$ cat config.mk
export PLATFORM = sky130hd
export DESIGN_NAME = fetch_unit
export DESIGN_NICKNAME = d
export VERILOG_FILES = /design/src/rtl/fetch_unit.sv
export SDC_FILE = /design/constraint.sdc
export NUM_CORES = 1
export LEC_CHECK = 0
export CORE_MARGIN = 3
export CORE_UTILIZATION = 40
export DETAILED_ROUTE_END_ITERATION = 6
export GPL_TIMING_DRIVEN = 0
export HOLD_SLACK_MARGIN = 0.08
export PLACE_DENSITY = 0.77
export SETUP_SLACK_MARGIN = 0.05
export SYNTH_ARGS = -nofsm -noshare
export SYNTH_HDL_FRONTEND = slang
export SYNTH_SLANG_ARGS = --single-unit
$ cat constraint.sdc
create_clock -name clk -period 7 [get_ports clk]
set_input_delay 0.7 -clock clk [delete_from_list [all_inputs] [get_ports clk]]
set_output_delay 0.7 -clock clk [all_outputs]
set_load 0.005 [all_outputs]
$ cat src/rtl/fetch_unit.sv
// fetch_unit: PC register, next-PC selection and instruction hand-off for the single-cycle RISC-V core.
// Optional performance counters are built when FETCH_PERF_CNT_EN is defined.
`default_nettype none

module fetch_unit #(
    parameter logic [31:0] RESET_PC  = 32'h0000_0000,
    parameter int          MEM_DEPTH = 128,
    parameter int          CNT_WIDTH = 32
) (
    input  logic                 clk,
    input  logic                 rst,
    input  logic                 stall,
    input  logic                 branch_taken,
    input  logic [31:0]          branch_target,
    input  logic [31:0]          instruction,
    output logic [31:0]          address,
    output logic [31:0]          pc_plus4,
    output logic [31:0]          instr_out,
    output logic                 instr_valid,
    output logic                 halted,
    output logic                 trap,
    output logic [31:0]          trap_pc
`ifdef FETCH_PERF_CNT_EN
    ,
    output logic [CNT_WIDTH-1:0] retired_count,
    output logic [CNT_WIDTH-1:0] cycle_count
`endif
);

    localparam logic [31:0] C_MEM_BYTES = 32'(MEM_DEPTH * 4);
    localparam logic [31:0] C_NOP       = 32'h0000_0013;
    localparam logic [31:0] C_EBREAK    = 32'h0010_0073;

    localparam logic [1:0] S_BOOT = 2'd0;
    localparam logic [1:0] S_RUN  = 2'd1;
    localparam logic [1:0] S_HALT = 2'd2;
    localparam logic [1:0] S_TRAP = 2'd3;

    logic [1:0]  state_q, state_d;
    logic [31:0] pc_q, pc_d;
    logic [31:0] trap_pc_q, trap_pc_d;
    logic        halted_q, trap_q;
    logic        w_bad_target;
    logic        w_retire;
    logic        w_counting;

    assign pc_plus4 = pc_q + 32'd4;
    assign address  = pc_q;

    // A redirect is illegal if it is misaligned or lies past the last word of memory.
    assign w_bad_target = branch_taken &&
                          ((branch_target[1:0] != 2'b00) || (branch_target >= C_MEM_BYTES));

    always_comb begin
        state_d   = state_q;
        pc_d      = pc_q;
        trap_pc_d = trap_pc_q;
        w_retire  = 1'b0;
        case (state_q)
            S_BOOT: begin
                state_d = S_RUN;
            end
            S_RUN: begin
                if (stall) begin
                    state_d = S_RUN;
                end else if (instruction == C_EBREAK) begin
                    state_d  = S_HALT;
                    w_retire = 1'b1;
                end else if (w_bad_target) begin
                    state_d   = S_TRAP;
                    trap_pc_d = branch_target;
                end else if (branch_taken) begin
                    pc_d     = branch_target;
                    w_retire = 1'b1;
                end else if (pc_plus4 >= C_MEM_BYTES) begin
                    state_d  = S_HALT;
                    w_retire = 1'b1;
                end else begin
                    pc_d     = pc_plus4;
                    w_retire = 1'b1;
                end
            end
            default: begin
                state_d = state_q;
            end
        endcase
    end

    always_comb begin
        instr_out   = C_NOP;
        instr_valid = 1'b0;
        if (state_q == S_RUN) begin
            instr_out   = instruction;
            instr_valid = 1'b1;
        end
    end

    always_ff @(posedge clk) begin
        if (rst) begin
            state_q   <= S_BOOT;
            pc_q      <= RESET_PC;
            trap_pc_q <= 32'h0000_0000;
            halted_q  <= 1'b0;
            trap_q    <= 1'b0;
        end else begin
            state_q   <= state_d;
            pc_q      <= pc_d;
            trap_pc_q <= trap_pc_d;
            halted_q  <= (state_d == S_HALT);
            trap_q    <= (state_d == S_TRAP);
        end
    end

    assign halted     = halted_q;
    assign trap       = trap_q;
    assign trap_pc    = trap_pc_q;
    assign w_counting = (state_q == S_BOOT) || (state_q == S_RUN);

`ifdef FETCH_PERF_CNT_EN
    logic [CNT_WIDTH-1:0] retired_q, cycle_q;

    always_ff @(posedge clk) begin
        if (rst) begin
            retired_q <= '0;
            cycle_q   <= '0;
        end else begin
            if (w_retire) begin
                retired_q <= retired_q + 1'b1;
            end
            if (w_counting) begin
                cycle_q <= cycle_q + 1'b1;
            end
        end
    end

    assign retired_count = retired_q;
    assign cycle_count   = cycle_q;
`else
    logic [CNT_WIDTH-1:0] w_unused_cnt;
    logic                 w_unused_flags;
    assign w_unused_cnt   = '0;
    assign w_unused_flags = w_retire ^ w_counting;
`endif

endmodule

`default_nettype wire

* Word-level counts from Yosys, hierarchy flattened *
Index checks and enable logic that the tools add are counted.
Widths: inputs -> output; s select.

storage, ports and cells
  output and inout port bits = 131
  register bits after elaboration = 68
  bits of input ports = 68
  word-level logic and storage cells = 32

cells by class
  magnitude comparators = 2
  muxes and demuxes = 10
  bitwise gates (word level) = 3
  equality and inequality tests = 5
  reductions and logical operators = 6
  add/sub/neg operators = 1

operators with widths
  operator               count
  $mux 32                3
  $ge 32x10->1 const B   2
  $add 32x3->32 const B  1
  $eq 32x21->1 const B   1
  $mux 2                 5
  $reduce_and 5->1       1
  $eq 2x2->1 const B     2
  $pmux 2 s2             1
  $reduce_and 4->1       1
  $not 1->1              3
  $eq 2x1->1 const B     1
  $logic_not 2->1        1
  $ne 2x2->1 const B     1
  $reduce_bool 2->1      1
  $logic_and 1x1->1      1
  $logic_or 1x1->1       1
  $mux 1                 1

* Longest topological paths before layout *
Gate-level depths: netlist of the first run.

  depth in word-level cells = 9
  gate-level depth with buffers = 10
  mapped depth without buffers = 8

* Worst setup path after synthesis of the first run *
No wires, ideal clock.

  path type = register to register
  start = register pc_q[13] (netlist: address[13])
  end = register pc_q[7] (netlist: address[7])
  path buffers = 0
  library setup time = 0.123 ns
  period minus slack after synthesis = 2.383 ns
  data required time = 6.877 ns
  cell stages (with the launch flop) = 8
  arrival = 2.260 ns
  slack = 4.617 ns
  path through = dfxtp_1 nand4_4 or2_1 nor3_4 mux2i_1 a41o_1 nand4_4 mux2_1

on the way
  cells in the longest elaborated chain, start to end = 4

RTL lines
  item                               RTL line  text
  from (decl)                        40        logic [31:0] pc_q, pc_d;
  from (signal assigned)             107       pc_q <= pc_d;
  $add 32x3->32                      47        assign pc_plus4 = pc_q + 32'd4;
  $ge 32x10->1                       75        end else if (pc_plus4 >= C_MEM_BYTES) begin
  $ne 2x2->1 (no source line)        n/a
  $reduce_and 5->1 (no source line)  n/a

Every way passes these cells.
A chain may end at the register's enable or synchronous reset.

* Worst setup path after layout of the first run *
  start = register pc_q[2] (netlist: address[2])
  end = output pc_plus4[30]

on the way
  cells in the longest elaborated chain, start to end = 1

RTL lines
  item           RTL line  text
  $add 32x3->32  47
  to (decl)      17        output logic [31:0] pc_plus4,

Every way passes these cells.

==> run summary, run 1 <==
==================================================================================
Outcome .............................................................    completed
PostCTS Resize Cnt ..................................................            0
Iter 0 DRT Violations ...............................................          154
Largest net degree at the start of global routing ...................           13
Share of flip-flops with an asynchronous set or reset ...............           0%
Final cell count without fillers ....................................          764
Leading area contributor after synthesis ............................ sky130_fd_sc_hd__dfxtp_1
Share of the cycle needed by the critical path after routing ........        50.3%
Max Fanout on Critical Path .........................................            7
Post-CTS Hold Buffers ...............................................            0
Cell count after synthesis ..........................................          426
Tot GR Track Use ....................................................        22.3%
Number of global-route vias before repair ...........................         3808
Flip-flop and latch count after synthesis ...........................           68
Layout Area Growth over Synthesis ...................................        60.5%
Most frequent cell after synthesis .................................. sky130_fd_sc_hd__dfxtp_1
Final hold viol count ...............................................            0
Count of synthesis-stage warnings from yosys ........................            0
Library cells used by synthesis .....................................           56
Cell types with the largest area share after synthesis .............. sky130_fd_sc_hd__dfxtp_1 (36%), sky130_fd_sc_hd__mux2i_1 (10%), sky130_fd_sc_hd__and2_1 (9.6%)
Setup clock skew after layout .......................................   0.00970 ns
IO Count ............................................................          199
Post-detail-place hpwl ..............................................      9.84 mm
Most used DFF post-synth ............................................ sky130_fd_sc_hd__dfxtp_1
DRC violations left .................................................            0
CP endpoint kind .................................................... primary output
Clk network pwr share ...............................................        33.9%
Synthesized area per cell ...........................................   8.91 sq um
Share of the synthesized area in the top cell type ..................        35.9%
CTS tree ............................................................         done
Most frequent cells after synthesis ................................. sky130_fd_sc_hd__dfxtp_1 (68), sky130_fd_sc_hd__and2_1 (58), sky130_fd_sc_hd__nor2_1 (46)
Detailed-route wire length ..........................................      12.4 mm
Setup slack of the critical path after layout .......................      3.48 ns
Clock root buffer ................................................... sky130_fd_sc_hd__clkbuf_8
Area of the die .....................................................  10700 sq um
CTS sink cnt ........................................................           68
Worst setup startpoint ..............................................   address[2]
Unrepaired setup endpoints after global routing .....................        false
Type of element launching the critical path .........................         flop
Switching power total ...............................................     0.213 mW
H-Tree Depth ........................................................            3
Crit Path Category ..................................................   reg -> out
Placed insts ........................................................          749
Number of fill cells ................................................          735
Int Pwr .............................................................     0.613 mW
Sequential fraction of the synthesis area ...........................        35.9%
Post-CTS repair timing setup buffer count ...........................            0
Clock transition at the registers of the reported paths .............      0.07 ns
Worst r2r src .......................................................   address[2]
Clock latency of the later-clocked register in the worst-skew pair ..      0.35 ns
Port bufs ...........................................................          197
Routability congestion estimate .....................................        0.927
Total negative slack for setup checks ...............................         0 ns
Total Power .........................................................     0.826 mW
Count of max-cap constraint violations ..............................            0
Total core area .....................................................   8980 sq um
Tightest slew margin relative to the limit ..........................        37.4%
Worst hold path startpoint ..........................................   address[1]
Largest buffer count on any clock path ..............................            2
First-pass detailed-route iteration total ...........................            5
Reported leakage power ..............................................      2.26 nW
Total grt overflow ..................................................            0
Setup Viol. Count Final .............................................            0
Minimum clock period after layout ...................................      3.52 ns
Fraction of layout instances using a drive strength above 1 .........        6.58%
Class of the tightest hold or removal check .........................   reg -> reg
Die width ...........................................................       103 um
NumNets Final .......................................................          703
Part of the total power dissipated in sequential elements ...........        48.7%
Switching share of total power ......................................        25.8%
Remaining number of nets flagged by the antenna check after routing .            0
TritonCTS buffer count ..............................................            9
Mapped Nets .........................................................          495
Vias after detailed routing .........................................         3979
Max Freq ............................................................      284 MHz
Combinational share of power ........................................        17.4%
Number of antenna violations at the first check in global routing ...            0
EDFF count, synth ...................................................            0
Number of pins exceeding their max-slew limit in the final report ...            0
Std-Cell Rows .......................................................           34
Measured slew at the worst slew-check pin ...........................     0.925 ns
Netlist area before placement .......................................   3790 sq um
Worst EP required ...................................................      6.30 ns
Die height ..........................................................       103 um
PD cells ............................................................  136 nW/um^2
Global-route wire length before repair ..............................      19.0 mm
WL per Instance .....................................................      16.2 um
Arr. time, crit path ................................................      2.82 ns
Setup slack at placement ............................................      3.64 ns
Starting utilization of the core area ...............................        42.3%
Peak ir drop on the vdd network .....................................  0.0000918 V
Antenna cells .......................................................            0
Via density per instance ............................................         5.21
Worst hold slack after final layout .................................     0.496 ns
==================================================================================
## power by group through the flow
stage | registers (mW) | clock network, mW | logic (mW)
2_1_floorplan | 0.410 | 0 | 0.0479
3_3_place_gp | 0.411 | 0 | 0.142
3_5_place_dp | 0.411 | 0 | 0.144
4_1_cts | 0.402 | 0.286 | 0.145
5_1_grt | 0.403 | 0.301 | 0.156
6_report | 0.402 | 0.280 | 0.144
## sequential cells by signal, indices dropped and copies added, names as in the netlist
signal,cells
address,32
halted,1
state_q,2
trap,1
trap_pc,32
## path summary, 6_finish.rpt
path	endpoint	cells after the start	slack, ns
worst max-delay path	pc_plus4[30]	7	3.48
worst min-delay path	address[1]	1	0.50
worst max register to register	address[7]	8	4.14
worst min register to register	address[1]	1	0.50
## critical path, cell delays in order (launching register included)
cell and delay (ns):
sky130_fd_sc_hd__dfxtp_1 0.48, sky130_fd_sc_hd__ha_1 0.25, sky130_fd_sc_hd__and3_1 0.26, sky130_fd_sc_hd__nand3_1 0.31, sky130_fd_sc_hd__nor2_1 0.31, sky130_fd_sc_hd__nand4_1 0.15
sky130_fd_sc_hd__xnor2_1 0.19, sky130_fd_sc_hd__clkdlybuf4s50_1 0.53
## routing by layer
metal | vias to the layer above | wire (um) | GRT usage (%)
met1 | 1840 | 4950 | 27.3
met3 | 20 | 1150 | 5.50
met5 | - | 0 | 0
met4 | 0 | 231 | 6.37
met2 | 199 | 6060 | 38.9
li1 | 1920 | - | -
## cells by family after synthesis
| group | synth area share [%] |
|---|---|
| multiplexers | 10.9 |
| AO/OA/AOI/OAI | 7.42 |
| buffers and inverters | 4.09 |
| flip-flops | 35.9 |
| XOR/XNOR | 7.85 |
| AND/OR/NAND/NOR | 33.5 |
| adder cells (fa/ha/maj) | 0.330 |
## through the flow
stage               utilization (%)  instance area (sq um)
global placement               66.0                   5920
CTS                            67.8                   6090
global route                   67.8                   6090
finish                         67.8                   6090
floorplan                         -                   3790
detailed placement             66.0                   5920
## layout by cell type, fill, tap and decap left out, drive strengths merged, types with 2 or more instances in the layout
cell	count
nor2b	4
inv	7
and3	6
nand2b	9
nor3	8
nand2	14
nor2	47
or3	2
dfxtp	68
a311oi	2
clkbuf	24
clkdlybuf4s50	197
and4	8
clkinvlp	2
a31oi	3
nand4	17
xnor2	24
a211oi	3
or2	3
nor4b	3
o21ai	5
nor4	14
clkinv	4
xor2	10
o41ai	2
a221oi	2
nand3	16
mux2	2
a21oi	4
o211ai	4
buf	11
a311o	2
and2	58
mux2i	39
## layout make-up
type / instances / area (sq um) / area share [%]
Clock buffer: 9 / 124 / 2.03
Tap cell: 126 / 158 / 2.59
Clock inverter: 6 / 42.5 / 0.699
Multi-Input combinational cell: 325 / 2280 / 37.4
Timing Repair Buffer: 197 / 1970 / 32.4
Buffer: 26 / 129 / 2.12
Inverter: 7 / 26.3 / 0.431
Sequential cell: 68 / 1360 / 22.4
(Power assumes the default switching activity.)
==> run 2: changes to the inputs <==
CORE_UTILIZATION = 36   (was 40)
PLACE_DENSITY = 0.73   (was 0.77)
clock period = 3.2 ns   (was 7 ns; I/O delays follow)
==> run 2 against run 1 <==
Wire length is 1.3% higher. Power rose by 140%. Hold slack got worse by 0.0032 ns. Critical endpoint unchanged. Largest cell class unchanged. Largest power group unchanged.
==> run summary, run 2 (same netlist as run 1, synthesis figures left out) <==
==================================================================================
Share of the cycle needed by the critical path after routing ........        93.4%
Die width ...........................................................       109 um
Iter 0 DRT Violations ...............................................          206
Minimum clock period after layout ...................................      2.99 ns
PostCTS Resize Cnt ..................................................            0
Placed insts ........................................................          756
Post-CTS Hold Buffers ...............................................            0
Number of antenna violations at the first check in global routing ...            0
Finished Core Util ..................................................        61.7%
Tot GR Track Use ....................................................        20.8%
CP endpoint kind .................................................... primary output
Max Fanout on Critical Path .........................................            6
Sequence of cells on the critical path .............................. ha_1, and3_1, nand3_2, nor2_2, nand4_1, xnor2_1, clkdlybuf4s50_1
CTS sink cnt ........................................................           68
Gate family responsible for the most delay along the worst path ..... simple AND/OR/NAND/NOR gates
Via density per instance ............................................         5.20
Vias after detailed routing .........................................         4013
NumNets Final .......................................................          703
Largest net degree at the start of global routing ...................           13
Area of the die .....................................................  11800 sq um
Std-Cell Rows .......................................................           36
Setup clock skew after layout .......................................    0.0127 ns
Clock latency of the later-clocked register in the worst-skew pair ..      0.35 ns
Number of pins exceeding their max-slew limit in the final report ...            0
Post-detail-place hpwl ..............................................      9.87 mm
Detailed-route wire length ..........................................      12.6 mm
H-Tree Depth ........................................................            3
Critical path's slowest cell ........................................ sky130_fd_sc_hd__clkdlybuf4s50_1
Class of the tightest hold or removal check .........................   reg -> reg
Number of fill cells ................................................          899
Reported leakage power ..............................................      2.28 nW
CTS tree ............................................................         done
R2R cell count ......................................................            8
PD cells ............................................................  323 nW/um^2
Worst path buffer plus inverter count ...............................            1
Worst EP required ...................................................      2.88 ns
Count of max-cap constraint violations ..............................            0
Crit Path Category ..................................................   reg -> out
Peak ir drop on the vdd network .....................................   0.000192 V
WL per Instance .....................................................      16.3 um
Unrepaired setup endpoints after global routing .....................        false
Leading cell types in the layout, fill and taps excluded ............ sky130_fd_sc_hd__clkdlybuf4s50_1 (197), sky130_fd_sc_hd__dfxtp_1 (67), sky130_fd_sc_hd__and2_1 (58)
Total core area .....................................................  10000 sq um
Post-CTS repair timing setup buffer count ...........................            0
Starting utilization of the core area ...............................        37.9%
WHS Path Cells ......................................................            2
Setup slack at placement ............................................     0.244 ns
Tightest slew margin relative to the limit ..........................        34.2%
Total grt overflow ..................................................            0
Port bufs ...........................................................          197
Setup slack of the critical path after layout .......................     0.213 ns
Total area of sequential cells ......................................   1360 sq um
Final cell count without fillers ....................................          772
Fraction of layout instances using a drive strength above 1 .........        7.20%
Measured slew at the worst slew-check pin ...........................     0.973 ns
Number of global-route vias before repair ...........................         3901
Routability congestion estimate .....................................        0.913
Maximum single-stage delay on the critical path .....................      0.55 ns
Type of element launching the critical path .........................         flop
Layout Area Growth over Synthesis ...................................        62.5%
Outcome .............................................................    completed
Setup Viol. Count Final .............................................            0
Final hold viol count ...............................................            0
Footprint of the multi-input gates ..................................   2280 sq um
IO Count ............................................................          199
Die height ..........................................................       109 um
Stages on worst setup path ..........................................            7
Total negative slack for setup checks ...............................         0 ns
Global-route wire length before repair ..............................      19.5 mm
Commonest non-fill, non-tap cell in the layout ...................... sky130_fd_sc_hd__clkdlybuf4s50_1
DRC violations left .................................................            0
Remaining number of nets flagged by the antenna check after routing .            0
Max Freq ............................................................      335 MHz
Antenna cells .......................................................            0
Clock root buffer ................................................... sky130_fd_sc_hd__clkbuf_8
First-pass detailed-route iteration total ...........................            4
Arr. time, crit path ................................................      2.67 ns
Largest buffer count on any clock path ..............................            2
TritonCTS buffer count ..............................................            9
Clock transition at the registers of the reported paths .............      0.07 ns
==================================================================================
run 2: stage by stage:
step	hold slack [ns]	power [mW]	area (sq um)
global route	0.509	2.08	6170
CTS	0.497	2.01	6160
finish	0.493	1.99	6170
floorplan	0.467	1.00	3790
detailed placement	0.483	1.22	5930
global placement	0.470	1.21	5930
run 2: layout make-up:
type / instances / share of cell area, %
buffer: 26 / 2.09
multi-input combinational: 325 / 37.1
tap: 133 / 2.70
timing repair buffer: 197 / 32.0
clock buffer: 10 / 2.23
clock inverter: 6 / 1.42
sequential: 68 / 22.1
inverter: 7 / 0.426
run 2: power by group:
group | switching (mW) | leakage, nW | internal (mW) | total, mW
Sequential | 0.0156 | 0.551 | 0.865 | 0.880
Clock | 0.340 | 0.105 | 0.458 | 0.798
Combinational | 0.116 | 1.63 | 0.200 | 0.315
run 2: worst min-delay path: cells and delay by family (launching register included):
| kind | cells | cell delay [ns] |
|---|---|---|
| flops | 1 | 0.33 |
| simple gates | 1 | 0.07 |
| mux | 1 | 0.06 |
run 2: path summary, 6_finish.rpt:
path | start | endpoint | slack, ns
setup reg to reg | address[3] | state_q[0] | 0.25
setup / recovery | address[3] | pc_plus4[30] | 0.21
hold / removal | trap_pc[0] | trap_pc[0] | 0.49
hold reg to reg | trap_pc[0] | trap_pc[0] | 0.49
run 2: layer usage:
layer / vias to the layer above / global-route usage (%) / part of all wire (%) / wire length (um)
met5: - / 0 / 0 / 0
li1: 1925 / - / - / -
met1: 1894 / 24.8 / 41 / 5090
met2: 181 / 36.2 / 49 / 6130
met3: 13 / 5.51 / 9.3 / 1170
met4: 0 / 7.21 / 1.3 / 162
==> run 3: changes to the inputs <==
CORE_ASPECT_RATIO = 1.75   (was default)
CORE_UTILIZATION = 37   (was 36)
CTS_BUF_LIST = sky130_fd_sc_hd__clkbuf_8   (was default)
PLACE_DENSITY = 0.75   (was 0.73)
REMOVE_ABC_BUFFERS = 1   (was default)
==> run 3 against run 2 <==
Critical endpoint is now pc_plus4[24]. Hold slack better by 0.0017 ns. Highest routed layer unchanged. Wire length is 2.1% lower. Sequential share of layout area is 0.28 points higher. Largest power group unchanged.
==> run summary, run 3 (same netlist as run 1, synthesis figures left out) <==
==================================================================================
DRC violations left .................................................            0
Antenna cells .......................................................            0
Worst setup startpoint ..............................................   address[2]
H-Tree Depth ........................................................            3
CTS sink cnt ........................................................           68
Total negative slack for setup checks ...............................         0 ns
First-pass detailed-route iteration total ...........................            4
Tightest slew margin relative to the limit ..........................        44.9%
Detailed-route wire length ..........................................      12.3 mm
Standard cell area after detailed placement .........................   5850 sq um
Share of the cycle needed by the critical path after routing ........        92.8%
Layout Area Growth over Synthesis ...................................        60.7%
Worst r2r src .......................................................   address[2]
Die width ...........................................................      82.5 um
PD cells ............................................................  312 nW/um^2
Final instance area .................................................   6090 sq um
Count of max-cap constraint violations ..............................            0
Setup slack of the most critical reg-to-reg path ....................      0.25 ns
Total grt overflow ..................................................            0
Finished Core Util ..................................................        61.5%
Unrepaired setup endpoints after global routing .....................        false
Post-CTS Hold Buffers ...............................................            0
Clock latency of the later-clocked register in the worst-skew pair ..      0.34 ns
Fraction of layout instances using a drive strength above 1 .........        7.56%
TritonCTS buffer count ..............................................            9
Commonest non-fill, non-tap cell in the layout ...................... sky130_fd_sc_hd__clkdlybuf4s50_1
Post-detail-place hpwl ..............................................      9.77 mm
Max Fanout on Critical Path .........................................            7
Setup clock skew after layout .......................................   0.00984 ns
Global-route wire length before repair ..............................      20.1 mm
Reported leakage power ..............................................      2.26 nW
Remaining number of nets flagged by the antenna check after routing .            0
Starting utilization of the core area ...............................        38.3%
Crit Path Category ..................................................   reg -> out
Number of pins exceeding their max-slew limit in the final report ...            0
Type of element launching the critical path .........................         flop
CP endpoint kind .................................................... primary output
Number of global-route vias before repair ...........................         3990
Routability congestion estimate .....................................        0.870
Clock transition at the registers of the reported paths .............      0.08 ns
Port bufs ...........................................................          198
Leading cell types in the layout, fill and taps excluded ............ sky130_fd_sc_hd__clkdlybuf4s50_1 (197), sky130_fd_sc_hd__dfxtp_1 (66), sky130_fd_sc_hd__and2_1 (58)
Worst hold path startpoint ..........................................  trap_pc[15]
Worst EP required ...................................................      2.88 ns
Iter 0 DRT Violations ...............................................          150
Max Freq ............................................................      337 MHz
Largest net degree at the start of global routing ...................           47
Largest buffer count on any clock path ..............................            2
IO Count ............................................................          199
Via density per instance ............................................         5.19
Number of antenna violations at the first check in global routing ...            0
Total core area .....................................................   9910 sq um
Setup Viol. Count Final .............................................            0
NumNets Final .......................................................          686
WL per Instance .....................................................      16.5 um
Worst hold slack after final layout .................................     0.495 ns
Arr. time, crit path ................................................      2.65 ns
Final hold viol count ...............................................            0
Vias after detailed routing .........................................         3874
CTS tree ............................................................         done
Std-Cell Rows .......................................................           48
Tot GR Track Use ....................................................        22.0%
Class of the tightest hold or removal check .........................   reg -> reg
Die height ..........................................................       140 um
Number of fill cells ................................................          910
Peak ir drop on the vdd network .....................................   0.000275 V
Minimum clock period after layout ...................................      2.97 ns
Area of the die .....................................................  11600 sq um
Clock root buffer ................................................... sky130_fd_sc_hd__clkbuf_8
Measured slew at the worst slew-check pin ...........................     0.818 ns
Outcome .............................................................    completed
==================================================================================
run 3: cell types whose count changed in the layout (fill, tap and decap cells not counted), moves of 2 or more:
cell / previous run / this run
sky130_fd_sc_hd__clkbuf_1: 15 / 0
sky130_fd_sc_hd__clkinv_4: 0 / 2
sky130_fd_sc_hd__buf_4: 2 / 7
sky130_fd_sc_hd__buf_2: 7 / 1
run 3: final cells by class:
type	count	area [sq um]	area share, %
repair buffers	206	2040	33.5
clock inverters	7	76.3	1.25
well taps	125	156	2.57
multi-input cells	325	2310	37.9
flip-flops and latches	68	1360	22.4
inverters	7	26.3	0.431
clock buffers	9	124	2.03
run 3: where the power goes:
group	internal, mW	total (mW)	switching, mW	leakage, nW
Combinational	0.200	0.314	0.114	1.61
Clock	0.363	0.709	0.346	0.0958
Sequential	0.864	0.879	0.0150	0.552
Total	1.43	1.90	0.475	2.26
run 3: worst paths after layout:
path | cells past startpoint | end
max reg2reg | 8 | address[29]
max | 6 | pc_plus4[24]
min reg2reg | 2 | trap_pc[15]
min | 2 | trap_pc[15]
run 3: stage by stage:
step	power, mW	setup slack, ns	cells
after detailed placement	1.21	-0.352	728
after CTS	1.93	0.0738	744
after floorplan	0.993	-3.48	400
after global placement	1.21	-5.35	723
final	1.90	0.231	747
after global routing	1.98	0.0667	747
run 3: repair_timing:
action	in CTS	in global routing
setup endpoints to repair	7	16
gates resized for setup	2	4
pin swaps	0	1
buffers inserted	0	3
run 3: critical path, cell delays in order (launching register included):
cell and delay, ns:
sky130_fd_sc_hd__dfxtp_1 0.46, sky130_fd_sc_hd__ha_1 0.24, sky130_fd_sc_hd__and3_1 0.30, sky130_fd_sc_hd__nand3_2 0.24, sky130_fd_sc_hd__nor3_2 0.37, sky130_fd_sc_hd__xor2_1 0.18
sky130_fd_sc_hd__clkdlybuf4s50_1 0.52
run 3: layer usage:
| metal | GRT usage [%] | part of all wire, % | vias up |
|---|---|---|---|
| li1 | - | - | 1889 |
| met1 | 24.3 | 37 | 1801 |
| met2 | 39.1 | 54 | 169 |
| met3 | 6.18 | 6.8 | 15 |
| met4 | 7.32 | 1.8 | 0 |
| met5 | 0 | 0 | - |
